File: src/rtl/ctrl_seq_pkg.sv
// Shared definitions for the multi-cycle instruction controller:
// memory opcodes, arithmetic-class bit, FSM state encodings, timer sizing.
package ctrl_seq_pkg;

    // Memory opcodes. Both have the arithmetic bit set, so the classifier
    // must test them before the arithmetic bit.
    localparam logic [3:0] OPCODE_LDB = 4'hA;
    localparam logic [3:0] OPCODE_STB = 4'hB;

    // Opcode bit that separates ALU (clear) from NOP class (set).
    localparam int unsigned OPCODE_ARITHMETIC_BIT = 3;

    localparam int unsigned STATE_W = 3;

    localparam logic [STATE_W-1:0] CTRL_IDLE   = 3'd0;
    localparam logic [STATE_W-1:0] CTRL_DECODE = 3'd1;
    localparam logic [STATE_W-1:0] CTRL_ALU    = 3'd2;
    localparam logic [STATE_W-1:0] CTRL_MEM    = 3'd3;
    localparam logic [STATE_W-1:0] CTRL_DONE   = 3'd4;
    localparam logic [STATE_W-1:0] CTRL_ERR    = 3'd5;

    typedef enum logic [STATE_W-1:0] {
        ST_IDLE   = CTRL_IDLE,
        ST_DECODE = CTRL_DECODE,
        ST_ALU    = CTRL_ALU,
        ST_MEM    = CTRL_MEM,
        ST_DONE   = CTRL_DONE,
        ST_ERR    = CTRL_ERR
    } ctrl_state_e;

    // Counter width able to hold max(a, b) - 1; never narrower than 1 bit.
    function automatic int unsigned timer_width(int unsigned a, int unsigned b);
        int unsigned m;
        m = (a > b) ? a : b;
        return (m > 1) ? $clog2(m) : 1;
    endfunction

endpackage

File: src/rtl/ctrl_timer.sv
// Loadable down-counter with terminal-count flag; shared by the ALU enable
// window and the memory-acknowledge timeout.
// Ports: clk, rst (sync, active-high), load/load_val (preset),
//        tc_c (count is zero, decoded from the count register).
module ctrl_timer #(
    parameter int unsigned W = 3
) (
    input  logic         clk,
    input  logic         rst,
    input  logic         load,
    input  logic [W-1:0] load_val,
    output logic         tc_c
);

    logic [W-1:0] count;

    // Preset on load, otherwise count down and park at zero.
    always_ff @(posedge clk) begin
        if (rst) begin
            count <= '0;
        end else if (load) begin
            count <= load_val;
        end else if (count != '0) begin
            count <= count - W'(1);
        end
    end

    assign tc_c = (count == '0);

endmodule

File: src/rtl/ctrl_seq.sv
// Multi-cycle instruction controller. Accepts one instruction over a
// valid/ready handshake, latches it, and sequences it through
// IDLE -> DECODE -> {ALU | MEM | DONE} -> {DONE | ERR} -> IDLE.
// Ports: clk, rst (sync, active-high); instr/instr_valid/instr_ready
//        handshake; mem_ack from memory; alu_op/alu_shamt/alu_en to the
//        ALU; fetch/we memory request; nibble_out/reg_sel/reg16_src/
//        reg16_dst decoded operand fields; done/mem_err retire strobes.
module ctrl_seq
    import ctrl_seq_pkg::*;
#(
    parameter int unsigned OPCODE_W    = 4,
    parameter int unsigned OPERAND_W   = 4,
    parameter int unsigned ALU_CYCLES  = 1,
    parameter int unsigned MEM_TIMEOUT = 8
) (
    input  logic                          clk,
    input  logic                          rst,
    input  logic [OPCODE_W+OPERAND_W-1:0] instr,
    input  logic                          instr_valid,
    output logic                          instr_ready,
    input  logic                          mem_ack,
    output logic [2:0]                    alu_op,
    output logic [2:0]                    alu_shamt,
    output logic                          alu_en,
    output logic                          fetch,
    output logic                          we,
    output logic [OPERAND_W-1:0]          nibble_out,
    output logic [OPERAND_W-1:0]          reg_sel,
    output logic [OPERAND_W/2-1:0]        reg16_src,
    output logic [OPERAND_W/2-1:0]        reg16_dst,
    output logic                          done,
    output logic                          mem_err
);

    localparam int unsigned INSTR_W = OPCODE_W + OPERAND_W;
    localparam int unsigned HALF_W  = OPERAND_W / 2;
    localparam int unsigned TMR_W   = timer_width(ALU_CYCLES, MEM_TIMEOUT);

    ctrl_state_e          state;
    ctrl_state_e          state_next;
    logic [INSTR_W-1:0]   instr_q;
    logic [OPCODE_W-1:0]  opcode;
    logic [OPERAND_W-1:0] operand;
    logic                 is_ldb_c;
    logic                 is_stb_c;
    logic                 is_alu_c;
    logic                 tmr_load_c;
    logic [TMR_W-1:0]     tmr_val_c;
    logic                 tmr_tc_c;

    assign opcode  = instr_q[INSTR_W-1 -: OPCODE_W];
    assign operand = instr_q[OPERAND_W-1:0];

    // Classification of the latched opcode.
    assign is_ldb_c = (opcode == OPCODE_W'(OPCODE_LDB));
    assign is_stb_c = (opcode == OPCODE_W'(OPCODE_STB));
    assign is_alu_c = !opcode[OPCODE_ARITHMETIC_BIT];

    ctrl_timer #(
        .W (TMR_W)
    ) u_timer (
        .clk      (clk),
        .rst      (rst),
        .load     (tmr_load_c),
        .load_val (tmr_val_c),
        .tc_c     (tmr_tc_c)
    );

    // Next-state logic; the timer is preset in DECODE for whichever
    // phase follows, so it reads zero on the last ALU / MEM cycle.
    always_comb begin
        state_next = ST_IDLE;
        tmr_load_c = 1'b0;
        tmr_val_c  = TMR_W'(ALU_CYCLES - 1);
        case (state)
            ST_IDLE: begin
                state_next = instr_valid ? ST_DECODE : ST_IDLE;
            end
            ST_DECODE: begin
                tmr_load_c = 1'b1;
                if (is_ldb_c || is_stb_c) begin
                    state_next = ST_MEM;
                    tmr_val_c  = TMR_W'(MEM_TIMEOUT - 1);
                end else if (is_alu_c) begin
                    state_next = ST_ALU;
                end else begin
                    state_next = ST_DONE;
                end
            end
            ST_ALU: begin
                state_next = tmr_tc_c ? ST_DONE : ST_ALU;
            end
            ST_MEM: begin
                // Acknowledge wins over a simultaneous timeout.
                if (mem_ack) begin
                    state_next = ST_DONE;
                end else if (tmr_tc_c) begin
                    state_next = ST_ERR;
                end else begin
                    state_next = ST_MEM;
                end
            end
            ST_DONE:  state_next = ST_IDLE;
            ST_ERR:   state_next = ST_IDLE;
            default:  state_next = ST_IDLE;
        endcase
    end

    // State, instruction latch and registered outputs (decoded from next state).
    always_ff @(posedge clk) begin
        if (rst) begin
            state       <= ST_IDLE;
            instr_q     <= '0;
            instr_ready <= 1'b1;
            alu_en      <= 1'b0;
            fetch       <= 1'b0;
            we          <= 1'b0;
            done        <= 1'b0;
            mem_err     <= 1'b0;
        end else begin
            state <= state_next;
            if (state == ST_IDLE && instr_valid) begin
                instr_q <= instr;
            end
            instr_ready <= (state_next == ST_IDLE);
            alu_en      <= (state_next == ST_ALU);
            fetch       <= (state_next == ST_MEM);
            we          <= (state_next == ST_MEM) && is_stb_c;
            done        <= (state_next == ST_DONE);
            mem_err     <= (state_next == ST_ERR);
        end
    end

    // Operand fields straight from the latch; stable until the next accept.
    assign alu_op     = opcode[2:0];
    assign alu_shamt  = operand[2:0];
    assign nibble_out = operand;
    assign reg_sel    = operand;
    assign reg16_src  = operand[OPERAND_W-1 -: HALF_W];
    assign reg16_dst  = operand[HALF_W-1:0];

endmodule

File: config.mk
export PLATFORM = sky130hd
export DESIGN_NAME = ctrl_seq
export DESIGN_NICKNAME = d
export VERILOG_FILES = /design/src/rtl/ctrl_seq_pkg.sv /design/src/rtl/ctrl_timer.sv /design/src/rtl/ctrl_seq.sv
export SDC_FILE = /design/constraint.sdc
export NUM_CORES = 1
export LEC_CHECK = 0
export CORE_ASPECT_RATIO = 0.8
export CORE_MARGIN = 3
export CORE_UTILIZATION = 46
export CTS_CLUSTER_SIZE = 16
export DETAILED_ROUTE_END_ITERATION = 8
export GPL_TIMING_DRIVEN = 1
export PLACE_DENSITY = 0.81
export SYNTH_ARGS = -nofsm -noshare
export SYNTH_HDL_FRONTEND = slang
export SYNTH_SLANG_ARGS = --single-unit
File: constraint.sdc
create_clock -name clk -period 4.1 [get_ports clk]
set_input_delay 0.82 -clock clk [delete_from_list [all_inputs] [get_ports clk]]
set_output_delay 0.82 -clock clk [all_outputs]
set_load 0.02 [all_outputs]
==> flow_summary.yaml, run 1 <==
final_layout:
  drive_gt1_frac: 0.101
  layout_common_cells: "35 x clkdlybuf4s50_1, 20 x dfxtp_1, 16 x nand2_1"
  diodes: 0
  seq_area_sq_um: 400
  multi_input_area_sq_um: 390
  syn2layout_area_growth_pct: 28.6
  mostFrequentLayoutCell: "clkdlybuf4s50_1"
  final_nets: 144
  instances_no_fill: 153
  fillCellCount: 160
yosys:
  avgSynthCellArea_sq_um: 8.67
  ys_seq_elements: 20
  yosys_warnings: 0
  synth.top_cell.area_share: 0.420
  syn_nets: 124
  synth-seq-area-share: 0.420
  yosys.area.top_type: "dfxtp_1"
  syn_area_sq_um: 953
  ys_types: 32
  synth_area_leaders: "dfxtp_1 42%, buf_4 14%, a21oi_1 6.3%, nand2_1 6.3%, nor2_1 3.9%"
  syn_inst: 110
worst_setup_path:
  crit_chain: "clkdlybuf4s50_1"
  timing.rr.start: "u_timer.count[0]"
  critical_path_class: "reg -> out"
  cp-start-kind: "flip-flop"
  cp-startpoint: "instr_q[2]"
  crit_family: "buffers and inverters"
  critPathSlowestCell: "clkdlybuf4s50_1"
  max_stage_delay_ns: 0.64
  required_ns: 3.28
  critical_path.max_fanout: 5
  cp_num_buf_inv: 1
  cp.arrival_ns: 1.33
  end_kind: "primary output"
place:
  dp.cells: 149
  portBuffers: 35
  place_congestion: 0.816
  hpwl_um: 1500
sta:
  worst_clock_skew_ns: 0.00183
  fin_crit_ns: 2.15
  maxSlewViolCount: 0
  timing.fmax_mhz: 465
  setup-tns-final_ns: 0
  max_slew.worst_pin.slew_ns: 0.537
  slew_headroom: 0.641
  timing.final.crit_share: 0.525
  finalHoldViolCount: 0
  setup_viol: 0
  rsz0062_at_grt: "false"
route:
  dr.pass1.iters: 4
  drc: 0
  wirelength_um: 1910
  ant_nets: 0
  vias: 742
  wl_per_cell_um: 12.5
  via_per_inst: 4.85
  drtIter0Drc: 20
clock_network:
  cts_setup_buffers: 0
  numCtsBuffers: 3
  insertion_delay_ns: 0.29
  clk_path_buf_depth: 2
  htreeDepth: 1
  cts-resized-gates: 0
  clk_pin_slew_ns: 0.11
  cts_tree: "yes"
  cts-root-buf: "clkbuf_4"
  ctsHoldBuffers: 0
  clkSinkCount: 20
power:
  p_leak_nw: 0.476
  powerDensity_nw_per_um2: 460
  peakVddDrop_mv: 0.325
global_routing:
  grt_util_all_layers: 0.160
  grt_pass1_wl_um: 3210
  grt_max_degree: 17
  grt_pass1_vias: 726
  globalRouteOverflowTotal: 0
  antenna_found_initial: 0
die:
  coreArea_sq_um: 1930
  initial_utilization: 0.495
  die_h_um: 46.7
  io_pins: 36
  rows: 14
  die_area_sq_um: 2660
  die_width_um: 56.9
run:
  cap_violations: 0
min_path:
  hold_start: "instr_q[6]"
  hold_class: "reg -> reg"
outcome:
  status: "finished, final reports clean"
==> synthesized netlist by cell type (all sizes together) <==
master,instances
a211oi,1
a21oi,13
and2,1
and2b,2
and3,2
buf,19
clkbuf,1
dfxtp,20
ha,2
inv,5
mux2,1
nand2,16
nand2b,1
nand3,3
nand4b,1
nor2,10
nor3,2
nor3b,1
o21ai,1
o21bai,1
o311a,1
o311ai,1
o31a,1
or2b,1
or3,1
or3b,1
xnor2,1
==> logic make-up (layout without fill, tap and decap cells) <==
family                     after synthesis  in the layout  synth area share
and+or+nand+nor                         42             42             0.236
buffers and inverters                   25             44             0.171
DFF                                     20             20             0.420
AOI/OAI and AO/OA                       19             19             0.126
adders and majority gates                2              2            0.0262
xor gates and xnor gates                 1              1           0.00919
muxes                                    1              1            0.0118
==> layout make-up <==
| type | count | area share |
|---|---|---|
| multi-input combinational | 65 | 0.318 |
| tap | 24 | 0.0245 |
| inverter | 5 | 0.0153 |
| timing repair buffer | 35 | 0.286 |
| sequential | 20 | 0.327 |
| clock buffer | 4 | 0.0296 |
==> per-stage QoR <==
stage	util	setup slack [ns]	total power [mW]	cell area (sq um)	hold slack, ns
finish	0.636	1.95	0.564	1230	0.495
global route	0.636	1.86	0.610	1230	0.522
global placement	0.618	1.96	0.449	1190	0.466
floorplan	-	2.69	0.404	953	0.450
detailed placement	0.618	1.90	0.458	1190	0.476
CTS	0.636	1.93	0.571	1230	0.496
==> final timing paths <==
path                end  cells after the start  slack [ns]
max reg2reg          we                      6        2.59
min          instr_q[6]                      2        0.50
max          reg_sel[2]                      1        1.95
min reg2reg  instr_q[6]                      2        0.50
==> routing by layer <==
layer / track usage / vias up / routed length [um]
met1: 0.195 / 336 / 799
met3: 0.0420 / 2 / 69
met2: 0.285 / 18 / 1030
met4: 0.0417 / 0 / 18
met5: 0 / - / 0
li1: - / 386 / -
==> sequential cells by signal, summed over array words and instances, names as in the netlist <==
| name | count |
|---|---|
| alu_en | 1 |
| done | 1 |
| fetch | 1 |
| instr_q | 8 |
| instr_ready | 1 |
| mem_err | 1 |
| state | 3 |
| u_timer.count | 3 |
| we | 1 |
==> where the power goes <==
group	internal, mW	total (mW)	switching [mW]
combinational	0.103	0.214	0.111
clock	0.0541	0.111	0.0565
sequential	0.220	0.239	0.0189
Power figures use the tool's default switching activity.
==> run 2, diff against run 1 <==
- CORE_UTILIZATION: 46 -> 43
- PLACE_DENSITY: 0.81 -> 0.76
- clock period: 4.1 -> 2 ns (I/O delays scaled with it)
==> run 2 against run 1 <==
Cell area up 1.9%. Via count up 2.8%. Worst hold slack got worse by 0.0029 ns. Wire length increased by 1.8%. Final cell count increased by 0.65%. Combinational power rose by 100%. Register-to-register slack worse by 2.0 ns. Power grew 120%. Worst setup slack worse by 1.7 ns. Clock skew grew 0.0019 ns. Critical path depth unchanged. Largest power group unchanged.
==> flow_summary.yaml, run 2 (same netlist as run 1, synthesis figures left out) <==
worst_setup_path:
  critPathSlowestCell: "clkdlybuf4s50_1"
  worstRegToRegCells: 6
  critical_path_class: "reg -> out"
  crit_chain: "clkdlybuf4s50_1"
  required_ns: 1.60
  critical_path.max_fanout: 5
  cp_num_buf_inv: 1
  r2r_slack_ns: 0.55
  timing.rr.start: "u_timer.count[0]"
  cp.arrival_ns: 1.35
  end_kind: "primary output"
  max_stage_delay_ns: 0.64
  cp-start-kind: "flip-flop"
  r2r-end: "we"
  crit_family: "buffers and inverters"
global_routing:
  globalRouteOverflowTotal: 0
  grt_max_degree: 13
  grt_pass1_vias: 673
  gr-usage-met3: 0.0503
  grt_util_all_layers: 0.143
  grt-busiest-layer: "met2"
  gr-usage-met1: 0.168
  antenna_found_initial: 0
  grt_util_met2: 0.256
  grt_pass1_wl_um: 2960
min_path:
  hold_class: "reg -> reg"
  hold_path_depth: 2
  hold_end: "instr_q[5]"
  hold_start: "instr_q[5]"
clock_network:
  numCtsBuffers: 3
  cts-resized-gates: 0
  cts-root-buf: "clkbuf_4"
  clk_pin_slew_ns: 0.11
  ctsHoldBuffers: 0
  clkSinkCount: 20
  cts_tree: "yes"
  htreeDepth: 1
  cts_setup_buffers: 0
  clk_path_buf_depth: 2
  insertion_delay_ns: 0.30
final_layout:
  syn2layout_area_growth_pct: 31.1
  largest_reg_flops: 8
  final_area_sq_um: 1250
  layout_common_cells: "35 x clkdlybuf4s50_1, 20 x dfxtp_1, 16 x nand2_1"
  drive_gt1_frac: 0.108
  mostFrequentLayoutCell: "clkdlybuf4s50_1"
  diodes: 0
  regMostFlops: "instr_q"
  instances_no_fill: 154
  fin_util: 0.631
  final_nets: 145
  top_regs: "instr_q: 8 flops, state: 3 flops, u_timer.count: 3 flops"
  fillCellCount: 175
sta:
  timing.fmax_mhz: 572
  setup-tns-final_ns: 0
  finalHoldViolCount: 0
  whs_ns: 0.492
  worst_clock_skew_ns: 0.00377
  slew_headroom: 0.696
  timing.final.crit_share: 0.874
  setup_viol: 0
  fin_crit_ns: 1.75
  maxSlewViolCount: 0
  rsz0062_at_grt: "false"
  max_slew.worst_pin.slew_ns: 0.451
place:
  hpwl_um: 1550
  dp.cells: 150
  place_area_sq_um: 1200
  place_congestion: 0.790
  portBuffers: 35
power:
  peakVddDrop_mv: 0.900
  p_leak_nw: 0.487
  powerDensity_nw_per_um2: 1000
route:
  drtIter0Drc: 13
  drc: 0
  wl_per_cell_um: 12.6
  vias: 763
  via_per_inst: 4.95
  dr.pass1.iters: 4
  wirelength_um: 1950
  ant_nets: 0
die:
  die_width_um: 58.6
  initial_utilization: 0.482
  coreArea_sq_um: 1980
  die_h_um: 48.1
  die_area_sq_um: 2820
  io_pins: 36
  rows: 14
outcome:
  status: "finished, final reports clean"
run:
  cap_violations: 0
==> run 2: final cells by class <==
cell class	instances	area, sq um	share of cell area
Sequential cell	20	400	0.320
Multi-Input combinational cell	65	390	0.312
Timing Repair Buffer	36	358	0.286
Clock inverter	1	30.0	0.0240
Tap cell	24	30.0	0.0240
Clock buffer	3	22.5	0.0180
Inverter	5	18.8	0.0150
==> run 2: tightest hold or removal path, cell delays in order (launching register included) <==
cell and delay [ns]:
dfxtp_1 0.34, nand2_1 0.06, a21oi_1 0.06
==> run 2: worst max path at each step <==
| stage | start | cells after the start | end | slack (ns) |
|---|---|---|---|---|
| final | instr_q[0] | 1 | reg_sel[0] | 0.25 |
| after global routing | instr_q[2] | 1 | nibble_out[2] | 0.18 |
| after CTS | instr_q[0] | 1 | reg16_dst[0] | 0.23 |
| after detailed placement | rst | 4 | done | 0.35 |
| after global placement | instr_valid | 4 | we | 0.40 |
| after floorplan | u_timer.count[0] | 6 | we | 0.71 |
==> run 2: metrics by stage <==
| step | power, mW | worst slack, ns |
|---|---|---|
| 6_report | 1.26 | 0.252 |
| 3_3_place_gp | 0.925 | 0.395 |
| 4_1_cts | 1.27 | 0.232 |
| 2_1_floorplan | 0.828 | 0.706 |
| 3_5_place_dp | 0.943 | 0.350 |
| 5_1_grt | 1.34 | 0.179 |
==> run 2: power breakdown <==
group / switching, mW / total, mW / leakage [nW] / internal [mW]
combinational: 0.223 / 0.436 / 0.296 / 0.212
clock: 0.126 / 0.329 / 0.0279 / 0.203
sequential: 0.0401 / 0.492 / 0.164 / 0.451
==> run 2: per-layer routing <==
layer  up-vias  share of wire
met5         -              0
met4         0         0.0051
li1        390              -
met3         3          0.040
met2        14           0.53
met1       356           0.43
